$ cat config.mk
export PLATFORM = sky130hd
export DESIGN_NAME = uart_rx_loader
export DESIGN_NICKNAME = d
export VERILOG_FILES = /design/src/rtl/uart_rx_loader.sv
export SDC_FILE = /design/constraint.sdc
export NUM_CORES = 1
export LEC_CHECK = 0
export ABC_AREA = 1
export BUFFER_PORTS_ARGS = -buffer_cell sky130_fd_sc_hd__buf_4
export CAP_MARGIN = 20
export CORE_MARGIN = 3
export CORE_UTILIZATION = 56
export CTS_CLUSTER_SIZE = 20
export DETAILED_ROUTE_END_ITERATION = 10
export GPL_TIMING_DRIVEN = 1
export HOLD_SLACK_MARGIN = 0.05
export PLACE_DENSITY = 0.77
export SYNTH_ARGS = -nofsm -noshare
export SYNTH_HDL_FRONTEND = slang
export SYNTH_SLANG_ARGS = --single-unit
$ cat constraint.sdc
create_clock -name clk -period 3.3 [get_ports clk]
set_input_delay 0.165 -clock clk [delete_from_list [all_inputs] [get_ports clk]]
set_output_delay 0.165 -clock clk [all_outputs]
set_load 0.05 [all_outputs]
$ cat src/rtl/uart_rx_loader.sv
// UART receiver that packs four received bytes (little-endian) into a 32-bit RAM write.
// Optional even parity (8E1) when UART_RX_PARITY_EN is defined; default build is 8N1.
module uart_rx_loader #(
  parameter int CLKS_PER_BIT = 10417,
  parameter int ADDR_W       = 8
) (
  input  logic              clk,
  input  logic              reset,
  input  logic              enable,
  input  logic              Rx_Serial,
  output logic              wr_en,
  output logic [ADDR_W-1:0] wr_addr,
  output logic [31:0]       wr_data,
  output logic              busy,
  output logic              frame_err,
  output logic [ADDR_W:0]   word_count
);

  localparam logic [15:0] HALF_M1 = 16'((CLKS_PER_BIT / 2) - 1);
  localparam logic [15:0] FULL_M1 = 16'(CLKS_PER_BIT - 1);

`ifdef UART_RX_PARITY_EN
  typedef enum logic [2:0] {IDLE, START, DATA, PARITY, STOP} state_t;
`else
  typedef enum logic [2:0] {IDLE, START, DATA, STOP} state_t;
`endif

  state_t      state, state_next;
  logic        rx_meta, rx_sync;
  logic [1:0]  sync_fill;
  logic        armed;
  logic [15:0] clk_cnt;
  logic [2:0]  bit_cnt;
  logic [7:0]  shift_reg;
  logic [1:0]  byte_idx;
  logic [23:0] word_buf;
  logic        cnt_clr, data_tick, byte_ok, byte_bad, parity_ok;

`ifdef UART_RX_PARITY_EN
  logic parity_bit;
  logic parity_tick;
  assign parity_ok = ~^{shift_reg, parity_bit};
`else
  assign parity_ok = 1'b1;
`endif

  assign busy = (state != IDLE);

  // A start is only recognised once the synchronized line has really been seen high,
  // so a line held low across reset release (or after a broken stop bit) cannot open a frame.
  always_ff @(posedge clk or negedge reset) begin
    if (!reset) begin
      rx_meta   <= 1'b1;
      rx_sync   <= 1'b1;
      sync_fill <= 2'b00;
      armed     <= 1'b0;
    end else begin
      rx_meta   <= Rx_Serial;
      rx_sync   <= rx_meta;
      sync_fill <= {sync_fill[0], 1'b1};
      if (byte_bad && !rx_sync)
        armed <= 1'b0;
      else if (sync_fill[1] && rx_sync)
        armed <= 1'b1;
    end
  end

  always_ff @(posedge clk or negedge reset) begin
    if (!reset) state <= IDLE;
    else        state <= state_next;
  end

  always_comb begin
    state_next = state;
    cnt_clr    = 1'b0;
    data_tick  = 1'b0;
    byte_ok    = 1'b0;
    byte_bad   = 1'b0;
`ifdef UART_RX_PARITY_EN
    parity_tick = 1'b0;
`endif
    unique case (state)
      IDLE: begin
        cnt_clr = 1'b1;
        if (armed && !rx_sync) state_next = START;
      end
      START: begin
        if (clk_cnt == HALF_M1) begin
          cnt_clr    = 1'b1;
          state_next = rx_sync ? IDLE : DATA;
        end
      end
      DATA: begin
        if (clk_cnt == FULL_M1) begin
          cnt_clr   = 1'b1;
          data_tick = 1'b1;
`ifdef UART_RX_PARITY_EN
          if (bit_cnt == 3'd7) state_next = PARITY;
`else
          if (bit_cnt == 3'd7) state_next = STOP;
`endif
        end
      end
`ifdef UART_RX_PARITY_EN
      PARITY: begin
        if (clk_cnt == FULL_M1) begin
          cnt_clr     = 1'b1;
          parity_tick = 1'b1;
          state_next  = STOP;
        end
      end
`endif
      STOP: begin
        if (clk_cnt == FULL_M1) begin
          cnt_clr    = 1'b1;
          state_next = IDLE;
          if (rx_sync && parity_ok) byte_ok  = 1'b1;
          else                      byte_bad = 1'b1;
        end
      end
      default: state_next = IDLE;
    endcase
    // Dropping enable aborts silently: no write, no error.
    if (!enable) begin
      state_next = IDLE;
      cnt_clr    = 1'b1;
      data_tick  = 1'b0;
      byte_ok    = 1'b0;
      byte_bad   = 1'b0;
    end
  end

  always_ff @(posedge clk or negedge reset) begin
    if (!reset) begin
      clk_cnt    <= '0;
      bit_cnt    <= '0;
      shift_reg  <= '0;
`ifdef UART_RX_PARITY_EN
      parity_bit <= 1'b0;
`endif
    end else begin
      clk_cnt <= cnt_clr ? 16'd0 : clk_cnt + 16'd1;
      if (state == IDLE)  bit_cnt <= 3'd0;
      else if (data_tick) bit_cnt <= bit_cnt + 3'd1;
      if (data_tick) shift_reg <= {rx_sync, shift_reg[7:1]};
`ifdef UART_RX_PARITY_EN
      if (parity_tick) parity_bit <= rx_sync;
`endif
    end
  end

  // Bytes collect in word_buf; the fourth completes the word and fires the write strobe,
  // and the address advances in the cycle after the strobe.
  always_ff @(posedge clk or negedge reset) begin
    if (!reset) begin
      wr_en      <= 1'b0;
      wr_addr    <= '0;
      wr_data    <= '0;
      frame_err  <= 1'b0;
      word_count <= '0;
      byte_idx   <= '0;
      word_buf   <= '0;
    end else if (!enable) begin
      wr_en      <= 1'b0;
      wr_addr    <= '0;
      wr_data    <= '0;
      frame_err  <= 1'b0;
      word_count <= '0;
      byte_idx   <= '0;
    end else begin
      wr_en     <= 1'b0;
      wr_data   <= '0;
      frame_err <= byte_bad;
      if (wr_en) wr_addr <= wr_addr + 1'b1;
      if (byte_ok) begin
        if (byte_idx == 2'd3) begin
          wr_en    <= 1'b1;
          wr_data  <= {shift_reg, word_buf};
          byte_idx <= 2'd0;
          if (word_count != '1) word_count <= word_count + 1'b1;
        end else begin
          case (byte_idx)
            2'd0:    word_buf[7:0]   <= shift_reg;
            2'd1:    word_buf[15:8]  <= shift_reg;
            default: word_buf[23:16] <= shift_reg;
          endcase
          byte_idx <= byte_idx + 2'd1;
        end
      end
    end
  end

endmodule

## Word-level counts from Yosys, hierarchy flattened

Index checks and enable logic that the tools add are counted.

| storage, ports and cells | value |
|---|---|
| register bits after elaboration | 112 |
| bits in latches | 0 |
| bits in writable memories | 0 |
| memory bits (read-only) | 0 |
| input bits | 4 |
| output and inout port bits | 52 |
| logic and storage cells | 101 |
| memories kept | 0 |

| cells by class | value |
|---|---|
| $add $sub $neg | 5 |
| multipliers | 0 |
| divide/modulo/power cells | 0 |
| $lt $le $gt $ge | 0 |
| equal/unequal tests | 18 |
| shifts and indexed selects | 0 |
| mux-type cells | 43 |
| bitwise gates (word level) | 2 |
| reduce and logical (&&, ||, !) cells | 16 |

Operators by type and width:

| kind | count |
|---|---|
| $mux 32 | 3 |
| $mux 9 | 4 |
| $mux 3 | 8 |
| $mux 1 | 19 |
| $add 16x1->16 const B | 1 |
| $eq 16x13->1 const B | 1 |
| $eq 16x14->1 const B | 1 |
| $mux 16 | 1 |
| $mux 8 | 2 |
| $ne 3x3->1 const B | 5 |
| $pmux 3 s4 | 1 |
| $reduce_and 4->1 | 3 |
| $add 9x1->9 const B | 1 |
| $ne 9x9->1 const B | 1 |
| $add 8x1->8 const B | 1 |
| $mux 2 | 4 |
| $ne 2x1->1 const B | 4 |
| $eq 3x2->1 const B | 2 |
| $reduce_and 5->1 | 1 |
| $reduce_bool 2->1 | 2 |
| $reduce_or 2->1 | 2 |
| $add 3x1->3 const B | 1 |
| $eq 3x1->1 const B | 1 |
| $eq 3x3->1 const B | 1 |
| 11 further kinds | 14 |

## Depth between registers and ports, before layout

Gate-level depths: netlist of run 1.

| logic depth | value |
|---|---|
| depth after elaboration | 6 |
| depth in mapped cells | 14 |
| mapped depth without buffers | 13 |

## Worst setup path before layout of run 1

OpenSTA, ideal clock, no wires.

| timing path | value |
|---|---|
| kind | flip-flop to flip-flop |
| start | register word_count[0] |
| end | register word_count[8] |
| setup time | 0.074 ns |
| arrival time | 2.118 ns |
| required time | 3.226 ns |
| setup slack | 1.108 ns |
| stages on the path, launching flop included | 12 |
| path buffers | 1 |
| period minus slack after synthesis | 2.192 ns |
| cells stage by stage | dfrtp_1 > ha_1 > nand3_1 > nor2_1 > nand2_1 > nor3b_1 > ha_1 > o21ai_0 > nand2_4 > buf_6 > nand2_1 > o21ai_2 |

| on the way | value |
|---|---|
| word-level cells in the longest chain between the ends | 5 |
| elaborated cells between the ends (all ways) | 8 |
| classes of those cells | 1 x add/sub; 2 x eq/ne; 4 x mux; 1 x reduce/logical |

Ends and longest elaborated chain:

| element | line | source |
|---|---|---|
| start, declared | 16 | `output logic [ADDR_W:0] word_count` |
| start signal, assigned | 180 | `if (word_count != '1) word_count <= word_count + 1'b1;` |
| $add 9x1->9 | 180 |  |
| $mux 9 | 180 |  |
| $mux 9 | 176 | `if (byte_idx == 2'd3) begin` |
| $mux 9 | 175 | `if (byte_ok) begin` |
| $mux 9 | 163 | `end else if (!enable) begin` |

Several ways; a longest one is shown, not always the timed one. The select of a mux whose other input is x is not followed.
A chain may end at the register's enable or synchronous reset.

## Final worst setup path of run 1

| timing path | value |
|---|---|
| start | register clk_cnt[0] |
| end | register shift_reg[1] |

| on the way | value |
|---|---|
| word-level cells in the longest chain between the ends | 4 |

Ends and longest elaborated chain:

| element | line | source |
|---|---|---|
| start, declared | 32 | `logic [15:0] clk_cnt;` |
| start signal, assigned | 142 | `clk_cnt <= cnt_clr ? 16'd0 : clk_cnt + 16'd1;` |
| $eq 16x14->1 | 94 | `if (clk_cnt == FULL_M1) begin` |
| $mux 1 | 94 |  |
| $mux 1 | 82 | `unique case (state)` |
| $mux 1 | 124 | `if (!enable) begin` |
| end signal, assigned | 145 | `if (data_tick) shift_reg <= {rx_sync, shift_reg[7:1]};` |
| end, declared | 34 | `logic [7:0] shift_reg;` |

Every way passes these cells.

==> metrics.md, run 1 <==
| Metric | Value |
|---|---|
| Final-report setup violation count | `0` |
| Seq/Total Area, Yosys | `53.1%` |
| Setup ws final | `1.29 ns` |
| DIE AREA | `10500 um2` |
| DR iter-0 viols | `158` |
| Multi-input logic area | `1970 um2` |
| H-tree depth | `3` |
| Register Area | `2780 um2` |
| Share of synthesized registers carrying an async set or reset | `100%` |
| RSZ-0062 raised after global routing | `false` |
| Number of max-cap violations | `0` |
| Logic pwr share | `12.4%` |
| Core Region | `8890 um2` |
| Crit end category | `flip-flop` |
| Leakage Power | `2.92 nW` |
| Final hold viol count | `0` |
| Clock skew | `0.00842 ns` |
| Hold Path Class | `in -> reg` |
| Crit path DAT | `2.27 ns` |
| DIE HEIGHT | `103 um` |
| Vias post-DR | `3651` |
| Sw frac | `28.1%` |
| Worst slew pin tran | `0.829 ns` |
| Gpl congestion | `0.846` |
| Top_reg_cell synth | `dfrtp_1` |
| Power Density | `435 nW/um2` |
| Cell variety after synth | `36` |
| Initial antenna violation count | `0` |
| Overall power | `2.58 mW` |
| F_max | `0.497 GHz` |
| EDFF count, synth | `0` |
| DP HPWL | `6350 um` |
| CP required | `3.56 ns` |
| Average size of a mapped cell | `9.18 um2` |
| Worst Reg-to-Reg Cells | `8` |
| Clk pin slew, worst setup/hold paths | `0.11 ns` |
| Clock power share | `33.0%` |
| YS warnings | `0` |
| Post-CTS setup buffer count | `0` |
| Worst vdd ir | `0.296 mV` |
| Pint | `1.86 mW` |
| Fin. max-slew vios | `0` |
| Outcome | `finished, final reports clean` |
| Post-route minimum period | `2.01 ns` |
| Biggest regs | `wr_data (32), word_buf (24), clk_cnt (16)` |
| Num ports | `56` |
| Critical path peak fanout | `21` |
| CTS buffer count | `9` |
| Clk_lat worst skew | `0.37 ns` |
| Post-DRT Antenna Nets | `0` |
| NumNets Final | `643` |
| First-pass iteration count of the detailed router | `4` |
| Share of the synthesized area in the top cell type | `52.1%` |
| Post-Synthesis Cells | `570` |
| CTS root buffer | `clkbuf_8` |
| Final Cycle Share | `61.0%` |
| Switching pwr | `725 uW` |
| Cell area after layout | `5940 um2` |
| Total track usage | `18.5%` |
| Max reg flops | `32` |
| Clock tree buffer depth | `2` |
| Inserted Diodes | `0` |
| Row count | `34` |
| WL/cell | `12.0 um` |
| Reg power frac | `54.6%` |
| Placed Cells incl. Taps | `722` |
| Synth area leaders | `dfrtp_1 (52%), nand2_1 (8.4%), nor2_4 (7.5%)` |
| I/O Buffers | `55` |
| Clock Sinks | `111` |
| Count leader, synth | `nand2_1` |
| Hold Path Cell Cnt | `3` |
| Fillers | `704` |
| Largest net degree at the start of global routing | `90` |
| CP startpoint kind | `flip-flop` |
| Layout cells sized above 1 | `22.9%` |
| Finished Layout Cells | `741` |
| Vias per cell | `4.93` |
| First-pass GRT wire length | `15400 um` |
| Largest Register | `wr_data` |
| Relative slew slack | `44.7%` |
| Placed cell area | `5680 um2` |
| CTS tree | `built` |
| WL final | `8890 um` |
| Synthesized area | `5230 um2` |
| Top cell type by total area after synthesis | `dfrtp_1` |
| Most instantiated cells after synthesis | `nand2_1 (117), dfrtp_1 (109), inv_1 (92)` |
| Critical path class | `reg -> reg` |
| Synth Net Count | `585` |
| Grt ovf | `0` |
| Initial core utilization | `58.9%` |
| Residual DRC count | `0` |
| Die X | `103 um` |
| Pre-CTS setup slack | `1.32 ns` |
| #FFs+latches synth | `111` |
| Number of global-route vias before repair | `3474` |
| Setup TNS | `0 ns` |
| Synth-to-Final Area Change | `13.4%` |
## through the flow
stage | utilization (%) | hold WS, ns
floorplan | - | -0.131
global placement | 63.9 | 0.274
detailed placement | 63.9 | 0.279
CTS | 66.5 | 0.155
global route | 66.8 | 0.169
finish | 66.8 | 0.170
## placed cells by master, fill, tap and decap left out, drive strengths merged, types with 3 or more instances in the layout
cell,instances
nor3b,3
o21ai,54
inv,99
nor2,95
xor2,5
ha,11
or2,4
a21oi,10
dfrtp,109
nand2,124
clkbuf,10
buf,58
nor3,5
nand3,28
## worst paths after layout
kind | from | end | slack (ns)
max in group asynchronous | reset | wr_data[27] | 2.21
worst max register to register | clk_cnt[0] | shift_reg[1] | 1.29
min in group asynchronous | reset | wr_data[1] | 0.26
worst min-delay path | enable | wr_addr[2] | 0.17
worst max-delay path | clk_cnt[0] | shift_reg[1] | 1.29
worst min register to register | sync_fill[0] | sync_fill[1] | 0.37
## final cells by class
class | instances | share of cell area [%]
Clock inverter | 6 | 1.22
Inverter | 96 | 6.11
Tap cell | 108 | 2.28
Multi-Input combinational cell | 350 | 33.2
Clock buffer | 10 | 2.32
Sequential cell | 111 | 46.8
Timing Repair Buffer | 60 | 8.01
## timing repair
| item | 4_1_cts | 5_1_grt |
|---|---|---|
| hold buffers | 2 | 0 |
| hold endpoints to repair | 86 | 0 |
| gates resized for setup | 0 | 0 |
## power by group through the flow
stage | Sequential, mW | Clock [mW] | Combinational [mW]
2_1_floorplan | 1.45 | 0 | 0.209
3_3_place_gp | 1.44 | 0 | 0.311
3_5_place_dp | 1.44 | 0 | 0.316
4_1_cts | 1.41 | 0.875 | 0.321
5_1_grt | 1.42 | 0.928 | 0.365
6_report | 1.41 | 0.852 | 0.321
## logic make-up after synthesis
| group | Yosys count | synth area share (%) |
|---|---|---|
| fa+ha+maj | 11 | 2.63 |
| compound gates | 68 | 7.34 |
| flops | 111 | 53.1 |
| other cells | 1 | 0.0717 |
| xor+xnor | 6 | 1.00 |
| simple gates | 264 | 26.6 |
| buf+inv | 109 | 9.18 |
## layer usage
layer  wire length [um]  GRT usage [%]  vias to the layer above
li1                   -              -                     1861
met1               3920           23.3                     1715
met2               4510           32.1                       63
met3                300           2.71                       12
met4                157           7.37                        0
met5                  0              0                        -
## worst max-delay path, stage by stage (launching register included)
cell and delay [ns]:
dfrtp_1 0.42, inv_1 0.07, ha_1 0.16, inv_1 0.04, nor2_1 0.11, nand2_1 0.10, nor2_4 0.11, nand3_1 0.46
o21ai_0 0.43
Note: power is estimated with default switching activity, not from simulation.
==> inputs of run 2 (changes only) <==
--- a/config.mk
+++ b/config.mk
@@ -5,7 +5,7 @@
 export SDC_FILE = /design/constraint.sdc
 export NUM_CORES = 1
 export LEC_CHECK = 0
-export ABC_AREA = 1
+export ABC_AREA = 0
 export BUFFER_PORTS_ARGS = -buffer_cell sky130_fd_sc_hd__buf_4
 export CAP_MARGIN = 20
 export CORE_MARGIN = 3
==> constraint.sdc (replaced) <==
create_clock -name clk -period 2.09 [get_ports clk]
set_input_delay 0.1045 -clock clk [delete_from_list [all_inputs] [get_ports clk]]
set_output_delay 0.1045 -clock clk [all_outputs]
set_load 0.05 [all_outputs]
==> run 2 against run 1 <==
Compared with the run above: the flow now finishes with violations (setup timing); maximum frequency down 4.1%; total power is 37% higher; sequential power rose by 53%; utilization up 5.9 points; global-route usage grew 2.8 points; wire length increased by 16%; area after synthesis down 6.6%; register-to-register slack got worse by 1.3 ns; first-iteration DRC count up 2.5%; largest cell class unchanged; cell area rose by 2.1%; sequential cell count unchanged.
==> metrics.md, run 2 <==
| Metric | Value |
|---|---|
| Setup TNS | `-0.00875 ns (-0.00875 ns)` |
| Num ports | `56 (unchanged)` |
| Most common cell after layout, fill and taps aside | `dfrtp_1` |
| R2R setup slack | `-0.009 ns (-1.30 ns)` |
| Critical path's largest stage delay | `0.57 ns (+0.11 ns)` |
| I/O Buffers | `55 (unchanged)` |
| Total track usage | `21.3% (+2.8 points)` |
| Routed wl met3 | `400 um (+33%)` |
| Gpl congestion | `0.843 (-0.34%)` |
| Crit path DAT | `2.39 ns (+0.12 ns)` |
| Failing checks | `setup timing` |
| Inserted Diodes | `0 (unchanged)` |
| Slowest CP cell | `or4_4` |
| Largest Register | `wr_data` |
| Complex-gate fraction of the synthesized area | `6.92% (-0.43 points)` |
| Initial antenna violation count | `0 (unchanged)` |
| WL final | `10300 um (+16%)` |
| CTS tree | `built` |
| Vias per cell | `5.75 (+17%)` |
| Clk_lat worst skew | `0.39 ns (+0.02 ns)` |
| Cell variety after synth | `45 (+25%)` |
| Share of synthesized registers carrying an async set or reset | `100% (unchanged)` |
| Final Cycle Share | `100% (+39 points)` |
| Top_reg_cell synth | `dfrtp_1` |
| Crit end category | `flip-flop` |
| CTS buffer count | `9 (unchanged)` |
| Most instantiated cells after synthesis | `dfrtp_1 (109), and2_1 (33), a21oi_1 (25)` |
| Worst vdd ir | `0.508 mV (+72%)` |
| Number of max-cap violations | `0 (unchanged)` |
| Leakage Power | `2.91 nW (-0.39%)` |
| Max reg flops | `32 (unchanged)` |
| Count leader, synth | `dfrtp_1` |
| F_max | `0.476 GHz (-4.1%)` |
| Relative slew slack | `60.4% (+16 points)` |
| Fillers | `567 (-19%)` |
| Power Density | `585 nW/um2 (+34%)` |
| #FFs+latches synth | `111 (unchanged)` |
| CP required | `2.38 ns (-1.18 ns)` |
| WL met1 | `4520 um (+15%)` |
| Worst Reg-to-Reg Cells | `7 (-1)` |
| Hold Path Class | `in -> reg` |
| H-tree depth | `3 (unchanged)` |
| Top cell type by total area after synthesis | `dfrtp_1` |
| Final-report setup violation count | `1 (+1)` |
| Synth Net Count | `419 (-28%)` |
| Capture point of the worst path | `word_count[0]` |
| Initial core utilization | `58.6% (-0.29 points)` |
| EDFF count, synth | `0 (unchanged)` |
| Number of global-route vias before repair | `3388 (-2.5%)` |
| Clock tree buffer depth | `2 (unchanged)` |
| Biggest regs | `wr_data (32), word_buf (24), clk_cnt (16)` |
| Critical path peak fanout | `7 (-67%)` |
| Fin. max-slew vios | `0 (unchanged)` |
| CP startpoint | `word_count[1]` |
| Post-Synth Simple-Gate Area | `18.0% (-8.7 points)` |
| YS warnings | `0 (unchanged)` |
| Clock Sinks | `111 (unchanged)` |
| XOR/XNOR Fraction of Synth Area | `3.05% (+2.0 points)` |
| Core Region | `8340 um2 (-6.2%)` |
| Post-synthesis adder-cell area fraction | `2.82% (+0.19 points)` |
| Synth area leaders | `dfrtp_1 (56%), mux2_4 (4.9%), and2_1 (4.2%)` |
| Overall power | `3.55 mW (+37%)` |
| Cell area after layout | `6060 um2 (+2.1%)` |
| Clk pin slew, worst setup/hold paths | `0.11 ns (about the same)` |
| DIE AREA | `9880 um2 (-6.3%)` |
| Average size of a mapped cell | `12.1 um2 (+32%)` |
| Synthesized area | `4880 um2 (-6.6%)` |
| Met2 wire length | `5280 um (+17%)` |
| CP startpoint kind | `flip-flop` |
| Seq/Total Area, Yosys | `56.9% (+3.8 points)` |
| RSZ-0062 raised after global routing | `true` |
| Largest net degree at the start of global routing | `112 (+24%)` |
| Pre-CTS setup slack | `-0.0956 ns (-1.42 ns)` |
| Final hold viol count | `0 (unchanged)` |
| DR top layer | `met4` |
| Grt ovf | `0 (unchanged)` |
| Layout cells sized above 1 | `35.7% (+13 points)` |
| Residual DRC count | `0 (unchanged)` |
| Commonest cells after routing, fill and taps aside | `dfrtp_1 (102), buf_4 (88), and2_1 (33), a21oi_1 (25)` |
| Worst R2R End | `word_count[0]` |
| NumNets Final | `506 (-21%)` |
| DP HPWL | `6760 um (+6.3%)` |
| DIE HEIGHT | `99.4 um (-3.2%)` |
| WL/cell | `17.2 um (+43%)` |
| Synth-to-Final Area Change | `24.1%` |
| Setup ws final | `-0.00875 ns (-1.30 ns)` |
| Share of the synthesized area in the top cell type | `55.8% (+3.7 points)` |
| Vias post-DR | `3454 (-5.4%)` |
| Row count | `33 (-2.9%)` |
| Launch point of the worst hold path | `enable` |
| Clock skew | `0.0210 ns (+0.0126 ns)` |
| FF-to-FF Start | `word_count[1]` |
| First-pass iteration count of the detailed router | `4 (unchanged)` |
| DR iter-0 viols | `162 (+2.5%)` |
| CTS root buffer | `clkbuf_8` |
| Critical path class | `reg -> reg` |
| Outcome | `finished with violations` |
| Post-route minimum period | `2.10 ns (+0.0865 ns)` |
| First-pass GRT wire length | `16800 um (+9.2%)` |
| Post-Synthesis Cells | `404 (-29%)` |
| Hold_ws | `0.0712 ns (-0.0990 ns)` |
| Largest family of logic cells by synthesized area | `simple AND/OR/NAND/NOR gates` |
| Post-DRT Antenna Nets | `0 (unchanged)` |
| Worst slew pin tran | `0.593 ns (-0.236 ns)` |
| Sequence of cells on the critical path | `ha_4, nand2_2, nor2_4, ha_4, or4_4, or3_1, a21oi_1` |
| Placed cell area | `5680 um2 (unchanged)` |
| CP most frequent cell | `ha_4` |
| Die X | `99.4 um (-3.2%)` |
| Mux cell area share after synthesis | `9.22% (+9.2 points)` |
-- run 2: how the worst min path moves through the flow --
| stage | end | slack [ns] | cells after the start |
|---|---|---|---|
| floorplan | armed | -0.19 | 0 |
| global placement | rx_meta | 0.22 | 1 |
| detailed placement | rx_meta | 0.22 | 1 |
| CTS | word_count[7] | 0.05 | 3 |
| global route | word_count[7] | 0.08 | 3 |
| finish | word_count[7] | 0.07 | 3 |
-- run 2: stage by stage --
step,cells,util [%]
3_3_place_gp,579,68.1
2_1_floorplan,404,-
4_1_cts,598,71.1
5_1_grt,601,72.7
6_report,601,72.7
3_5_place_dp,579,68.1
-- run 2: cells by family (layout without fill, tap and decap cells) --
family / after synthesis / after routing
and+or+nand+nor: 140 / 141
DFF: 111 / 111
AOI/OAI and AO/OA: 54 / 54
muxes: 35 / 35
buffers and inverters: 35 / 126
xor gates and xnor gates: 17 / 17
adders and majority gates: 11 / 11
other: 1 / 1
-- run 2: routing by layer --
metal  vias up  global-route usage, %
met3        12                   2.95
met5         -                      0
met2        78                   34.9
met1      1758                   29.4
li1       1606                      -
met4         0                   7.04
-- run 2: critical path, delay by kind of cell (launching register included) --
family                     cells  cell delay (ns)
DFF                            1             0.44
adders and majority gates      2             0.31
AOI/OAI and AO/OA              1             0.13
and+or+nand+nor                4             1.11
-- run 2: final cells by class --
| cell class | count | area, um2 | share of cell area [%] |
|---|---|---|---|
| Sequential cell | 111 | 2790 | 46.0 |
| Multi-Input combinational cell | 259 | 2120 | 35.0 |
| Timing Repair Buffer | 94 | 761 | 12.6 |
| Tap cell | 105 | 131 | 2.17 |
| Clock buffer | 9 | 124 | 2.04 |
| Clock inverter | 7 | 75.1 | 1.24 |
| Inverter | 16 | 60.1 | 0.991 |
-- run 2: repair_timing --
action                     CTS  global route
hold endpoints to repair   110             0
setup endpoints to repair   13            18
pin swaps                    2             7
resized for setup            5            19
hold buffers                 2             0
cloned                       0             1
buffers inserted             1             2
-- run 2: power by group --
part | leakage, nW | internal (mW) | switching (mW)
Combinational | 1.28 | 0.0272 | 0.0835
Sequential | 1.52 | 2.15 | 0.00896
Clock | 0.102 | 0.473 | 0.798
